===== src/rtl/preddr_capture_sequencer.sv =====
`default_nettype none
// ==== preddr_capture_sequencer: trigger-armed capture with decimation, nibble packing and
// ==== optional 64-bit word padding (PREDDR_CAPTURE_PAD_EN). Rev 1.0
module preddr_capture_sequencer (
  input  logic        wr_clk,
  input  logic        reset,
  input  logic        I_enabled,
  input  logic        I_arm,
  input  logic        I_abort,
  input  logic        I_trigger,
  input  logic [17:0] I_data_in,
  input  logic        I_data_valid,
  input  logic        I_4bit_mode,
  input  logic [15:0] I_decimate,
  input  logic [31:0] I_max_samples,
  output logic [17:0] O_data,
  output logic        O_wr,
  output logic        O_capture_start,
  output logic        O_capture_done,
  output logic        O_armed,
  output logic        O_capturing
);

  typedef enum logic [2:0] {
    IDLE    = 3'd0,
    ARMED   = 3'd1,
    CAPTURE = 3'd2,
`ifdef PREDDR_CAPTURE_PAD_EN
    PAD     = 3'd3,
`endif
    DONE    = 3'd4
  } state_t;

`ifdef PREDDR_CAPTURE_PAD_EN
  localparam state_t END_STATE     = PAD;
  localparam logic   END_CAPTURING = 1'b1;
`else
  localparam state_t END_STATE     = DONE;
  localparam logic   END_CAPTURING = 1'b0;
`endif

  state_t      state;
  logic        trig_prev;
  logic        mode4;
  logic        half;
  logic [3:0]  nib;
  logic [15:0] dec_n;
  logic [15:0] dec_cnt;
  logic [31:0] max_lat;
  logic [31:0] kept_cnt;

  logic        trig_edge;
  logic [31:0] kept_next;
  logic        last_keep;
  logic        dec_wrap;

  assign trig_edge = I_trigger && !trig_prev;
  assign kept_next = kept_cnt + 32'd1;
  assign last_keep = (kept_next == max_lat);
  assign dec_wrap  = (dec_cnt == dec_n - 16'd1);

`ifdef PREDDR_CAPTURE_PAD_EN
  // Counts writes already on the output; the one presented this cycle is added in.
  logic [4:0] wr_cnt;
  logic [4:0] wr_total;
  logic       pad_aligned;

  always_ff @(posedge wr_clk) begin
    if (reset || state == ARMED) wr_cnt <= 5'd0;
    else if (O_wr)               wr_cnt <= wr_cnt + 5'd1;
  end

  assign wr_total    = wr_cnt + {4'd0, O_wr};
  assign pad_aligned = mode4 ? (wr_total[2:0] == 3'd0) : (wr_total == 5'd0);
`endif

  always_ff @(posedge wr_clk) begin
    O_wr            <= 1'b0;
    O_capture_start <= 1'b0;
    O_capture_done  <= 1'b0;
    trig_prev       <= I_trigger;
    if (reset || !I_enabled) begin
      state       <= IDLE;
      trig_prev   <= 1'b0;
      O_data      <= 18'd0;
      O_armed     <= 1'b0;
      O_capturing <= 1'b0;
      mode4       <= 1'b0;
      half        <= 1'b0;
      nib         <= 4'd0;
      dec_n       <= 16'd1;
      dec_cnt     <= 16'd0;
      max_lat     <= 32'd0;
      kept_cnt    <= 32'd0;
    end else begin
      case (state)
        IDLE: begin
          if (I_arm) begin
            state   <= ARMED;
            O_armed <= 1'b1;
          end
        end
        ARMED: begin
          if (I_abort) begin
            state   <= IDLE;
            O_armed <= 1'b0;
          end else if (trig_edge) begin
            O_armed         <= 1'b0;
            O_capture_start <= 1'b1;
            max_lat         <= I_max_samples;
            dec_n           <= (I_decimate == 16'd0) ? 16'd1 : I_decimate;
            mode4           <= I_4bit_mode;
            dec_cnt         <= 16'd0;
            kept_cnt        <= 32'd0;
            half            <= 1'b0;
            if (I_max_samples == 32'd0) begin
              state       <= END_STATE;
              O_capturing <= END_CAPTURING;
            end else begin
              state       <= CAPTURE;
              O_capturing <= 1'b1;
            end
          end
        end
        CAPTURE: begin
          if (I_abort) begin
            state       <= IDLE;
            O_capturing <= 1'b0;
          end else if (I_data_valid) begin
            dec_cnt <= dec_wrap ? 16'd0 : dec_cnt + 16'd1;
            if (dec_cnt == 16'd0) begin
              kept_cnt <= kept_next;
              if (!mode4) begin
                O_data <= I_data_in;
                O_wr   <= 1'b1;
              end else if (half) begin
                O_data <= {10'd0, nib, I_data_in[3:0]};
                O_wr   <= 1'b1;
                half   <= 1'b0;
              end else if (last_keep) begin
                // Odd final nibble goes out alone with a zero low nibble.
                O_data <= {10'd0, I_data_in[3:0], 4'd0};
                O_wr   <= 1'b1;
              end else begin
                nib  <= I_data_in[3:0];
                half <= 1'b1;
              end
              if (last_keep) begin
                state       <= END_STATE;
                O_capturing <= END_CAPTURING;
              end
            end
          end
        end
`ifdef PREDDR_CAPTURE_PAD_EN
        PAD: begin
          if (I_abort) begin
            state       <= IDLE;
            O_capturing <= 1'b0;
          end else if (pad_aligned) begin
            state       <= DONE;
            O_capturing <= 1'b0;
          end else begin
            O_data <= 18'd0;
            O_wr   <= 1'b1;
          end
        end
`endif
        DONE: begin
          O_capture_done <= 1'b1;
          state          <= IDLE;
        end
        default: state <= IDLE;
      endcase
    end
  end

endmodule
`default_nettype wire


===== config.mk =====
export PLATFORM = sky130hd
export DESIGN_NAME = preddr_capture_sequencer
export DESIGN_NICKNAME = d
export VERILOG_FILES = /design/src/rtl/preddr_capture_sequencer.sv
export SDC_FILE = /design/constraint.sdc
export NUM_CORES = 1
export LEC_CHECK = 0
export ABC_AREA = 1
export BUFFER_PORTS_ARGS = -buffer_cell sky130_fd_sc_hd__buf_2
export CELL_PAD_IN_SITES_DETAIL_PLACEMENT = 0
export CELL_PAD_IN_SITES_GLOBAL_PLACEMENT = 1
export CORE_ASPECT_RATIO = 0.5
export CORE_MARGIN = 2
export CORE_UTILIZATION = 41
export DETAILED_ROUTE_END_ITERATION = 10
export GPL_TIMING_DRIVEN = 0
export PLACE_DENSITY_LB_ADDON = 0.1
export SYNTH_ARGS = -nofsm -noshare
export SYNTH_HDL_FRONTEND = slang
export SYNTH_SLANG_ARGS = --single-unit

===== constraint.sdc =====
create_clock -name wr_clk -period 2.8 [get_ports wr_clk]
set_input_delay 0.56 -clock wr_clk [delete_from_list [all_inputs] [get_ports wr_clk]]
set_output_delay 0.56 -clock wr_clk [all_outputs]
set_load 0.02 [all_outputs]

==> flow_metrics.tcl <==
set metrics [dict create \
    status "finished clean" \
    dr_wl_met3_um 1470 \
    wl_met1_um 12100 \
    setup_tns_ns 0 \
    initial_utilization_pct 41.5 \
    synth-seq-cells 129 \
    vias_per_cell 5.09 \
    synthToLayoutAreaGrowth_pct 20.3 \
    syn_nets 1275 \
    portBuffers 96 \
    peakVddDrop_uv 384 \
    skew_ns 0.00933 \
    critPathArrivalTime_ns 2.97 \
    slew_headroom_pct 24.7 \
    cts_buffer_depth 2 \
    drtPass1Iterations 5 \
    hold_class "primary input to flop" \
    htreeDepth 4 \
    ctsHoldBuffers 0 \
    crit_fanout 10 \
    required_ns 3.11 \
    synth_flop_cell "dfxtp_1" \
    insertion_delay_ns 0.42 \
    path_cells "ha_4 -> nand2_2 -> nor2_8 -> nand2_4 -> nor2_4 -> buf_4 -> nand3_1 -> nand3_1 -> nand2_1 -> nor2_1 -> nand2_1 -> nor2_4 -> nand3_4 -> nand2_4 -> nand2_4 -> buf_8 -> nand3_2 -> o21ai_2" \
    rows 35 \
    top_layer "met4" \
    gp_congestion 0.911 \
    slowest_delay_ns 0.39 \
    ys_async_sr_fraction_pct 0 \
    power_mw 4.36 \
    ant_nets 0 \
    die_area_um2 19700 \
    p_per_area_nw_per_um2 477 \
    p_leak_nw 3.89 \
    synth_area_um2 7600 \
    grt_max_degree 17 \
    ys_warn_count 0 \
    finalSetupViolCount 0 \
    post-place-ws_ns -0.193 \
    cap_violations 0 \
    antenna_found_initial 0 \
    cp_slowest_cell "dfxtp_4" \
    multiInputGateArea_um2 4510 \
    clock-sinks 129 \
    cp_num_buf_inv 2 \
    synth_cell_types 37 \
    start_kind "flop" \
    antenna_cells 0 \
    grt_pass1_wl_um 38700 \
    max_freq_mhz 375 \
    cts-buffers-inserted 17 \
    criticalPathCategory "flop to flop" \
    synth-edff-count 0 \
    tightestPinTransition_ns 1.12 \
    min_period_ns 2.66 \
    wl_per_cell_um 15.6 \
    end_kind "flop" \
    ys_seq_area_share_pct 34.0 \
    wl_um 24400 \
    core_um2 18300 \
    path_clk_slew_ns 0.06 \
    syn_area_per_cell_um2 6.35 \
    via_count 7994 \
    final_core_util_pct 50.0 \
    finalCritPeriodShare_pct 95.1 \
    slew_viol_final 0 \
    netlist_instances 1197 \
    path_common_cell "nand2_4" \
    drcViolationCount 0 \
    drt_iter0_drc 469 \
    regArea_um2 2590 \
    dpl.hpwl_um 18800 \
    grt_overflow 0 \
    grtUsageTotal_pct 25.6 \
    cts_tree "done" \
    path_delay_family "simple AND/OR/NAND/NOR gates" \
    drive_above_1_share_pct 16.5 \
    fin_ws_ns 0.136 \
    die-height_um 100 \
    fillCellCount 1938 \
    dr_wl_met2_um 10500 \
    fp.dieW_um 197 \
    final_nets 1395 \
    hold_viol 0 \
    grt_pass1_vias 7322 \
    ios 97 \
    root_buffer "clkbuf_16" \
]
[per-layer routing]
| layer | vias to the layer above | track usage (%) |
|---|---|---|
| met2 | 177 | 40.1 |
| li1 | 4133 | - |
| met1 | 3659 | 35.6 |
| met5 | - | 0 |
| met3 | 25 | 5.58 |
| met4 | 0 | 7.35 |
[cell type report]
class                      instances  share of cell area (%)
buffer                            35                    1.71
clock buffer                      19                    4.84
clock inverter                    13                    1.64
inverter                         128                    5.25
multi-input combinational        905                    49.3
sequential                       129                    28.3
tap                              240                    3.28
timing repair buffer             101                    5.66
[report_power, final]
part / switching [mW] / internal (mW)
Sequential: 0.00626 / 1.84
Combinational: 0.162 / 0.0801
Clock: 0.916 / 1.35
Total: 1.08 / 3.27
[repair_timing]
action                     in CTS  in global routing
setup endpoints to repair      18                 72
setup buffers                   2                  3
pin swaps                       2                  4
resized for setup               6                 28
gates cloned                    0                  0
[layout by cell type (no fill, tap or decap), types with 5 or more instances in the layout]
| cell | count |
|---|---|
| o21ai_0 | 48 |
| inv_2 | 6 |
| nand4_1 | 22 |
| xor2_1 | 20 |
| inv_1 | 121 |
| a211oi_1 | 5 |
| buf_4 | 5 |
| nor2_2 | 10 |
| nand2_4 | 5 |
| nand3_2 | 18 |
| nor4_1 | 15 |
| buf_2 | 100 |
| clkbuf_1 | 26 |
| inv_6 | 5 |
| xnor2_1 | 8 |
| clkbuf_16 | 17 |
| nand2_2 | 6 |
| nor2_4 | 10 |
| a21oi_1 | 88 |
| nor2_1 | 125 |
| dfxtp_1 | 126 |
| nand3b_1 | 12 |
| nand2_1 | 364 |
| nand3_1 | 98 |
| o21ai_2 | 10 |
| nor3_1 | 12 |
[path summary, 6_finish.rpt]
path | from | slack, ns | to | cells past startpoint
worst max register to register | kept_cnt[0]$_SDFFE_PP0P_ | 0.14 | O_data[16]$_SDFFE_PP0P_ | 18
worst min register to register | O_armed$_SDFFE_PP0P_ | 0.46 | O_armed$_SDFFE_PP0P_ | 2
worst max-delay path | kept_cnt[0]$_SDFFE_PP0P_ | 0.14 | O_data[16]$_SDFFE_PP0P_ | 18
worst min-delay path | I_decimate[3] | 0.36 | dec_n[3]$_SDFFE_PP0P_ | 3
[flip-flops by register name, summed over array words and instances (netlist names), 3 cells and up]
signal and cells:
O_data 18, dec_cnt 16, dec_n 16, kept_cnt 32, max_lat 32, nib 4
state 3
[through the flow]
stage | std cells | cell area [µm²] | hold slack (ns)
2_1_floorplan | 1197 | 7600 | 0.444
3_3_place_gp | 1533 | 8390 | 0.446
3_5_place_dp | 1533 | 8390 | 0.448
4_1_cts | 1567 | 9010 | 0.341
5_1_grt | 1570 | 9150 | 0.340
6_report | 1570 | 9150 | 0.359
[worst min-delay path, cell delays in order]
cell	delay [ns]
buf_2	0.09
nand2_1	0.05
o31ai_1	0.05
[cell usage after synthesis (3+ instances only)]
library cell	number	share of area, %
nor4_1	15	1.2
nand2_4	3	0.44
inv_1	122	6.0
ha_1	4	0.66
nor3_1	13	0.86
o211ai_1	4	0.39
nor2_1	132	6.5
nand3b_1	12	1.2
clkbuf_1	25	1.2
nor2_2	9	0.74
o21ai_0	48	3.2
nand2_2	7	0.58
inv_2	5	0.25
nor2_4	4	0.59
xor2_1	20	2.3
nand4_1	22	1.8
o21ai_2	10	1.2
a211oi_1	5	0.49
o21bai_1	3	0.30
nor3b_1	3	0.30
buf_1	4	0.20
dfxtp_1	129	34
nand3_2	14	1.8
nor2_8	3	0.79
xnor2_1	8	0.92
nand3_1	103	6.8
a21oi_1	88	5.8
nand2_1	365	18
buf_2	4	0.26
or2_2	4	0.33
[cells by family (layout without fill, tap and decap cells)]
kind of cell	count (synthesis)	in the layout	share of synthesized area, %
flops	129	129	34.0
buf+inv	163	296	8.31
fa+ha+maj	4	4	0.658
compound gates	164	164	11.8
simple gates	709	709	42.0
xor+xnor	28	28	3.22
Note: power is estimated with default switching activity, not from simulation.
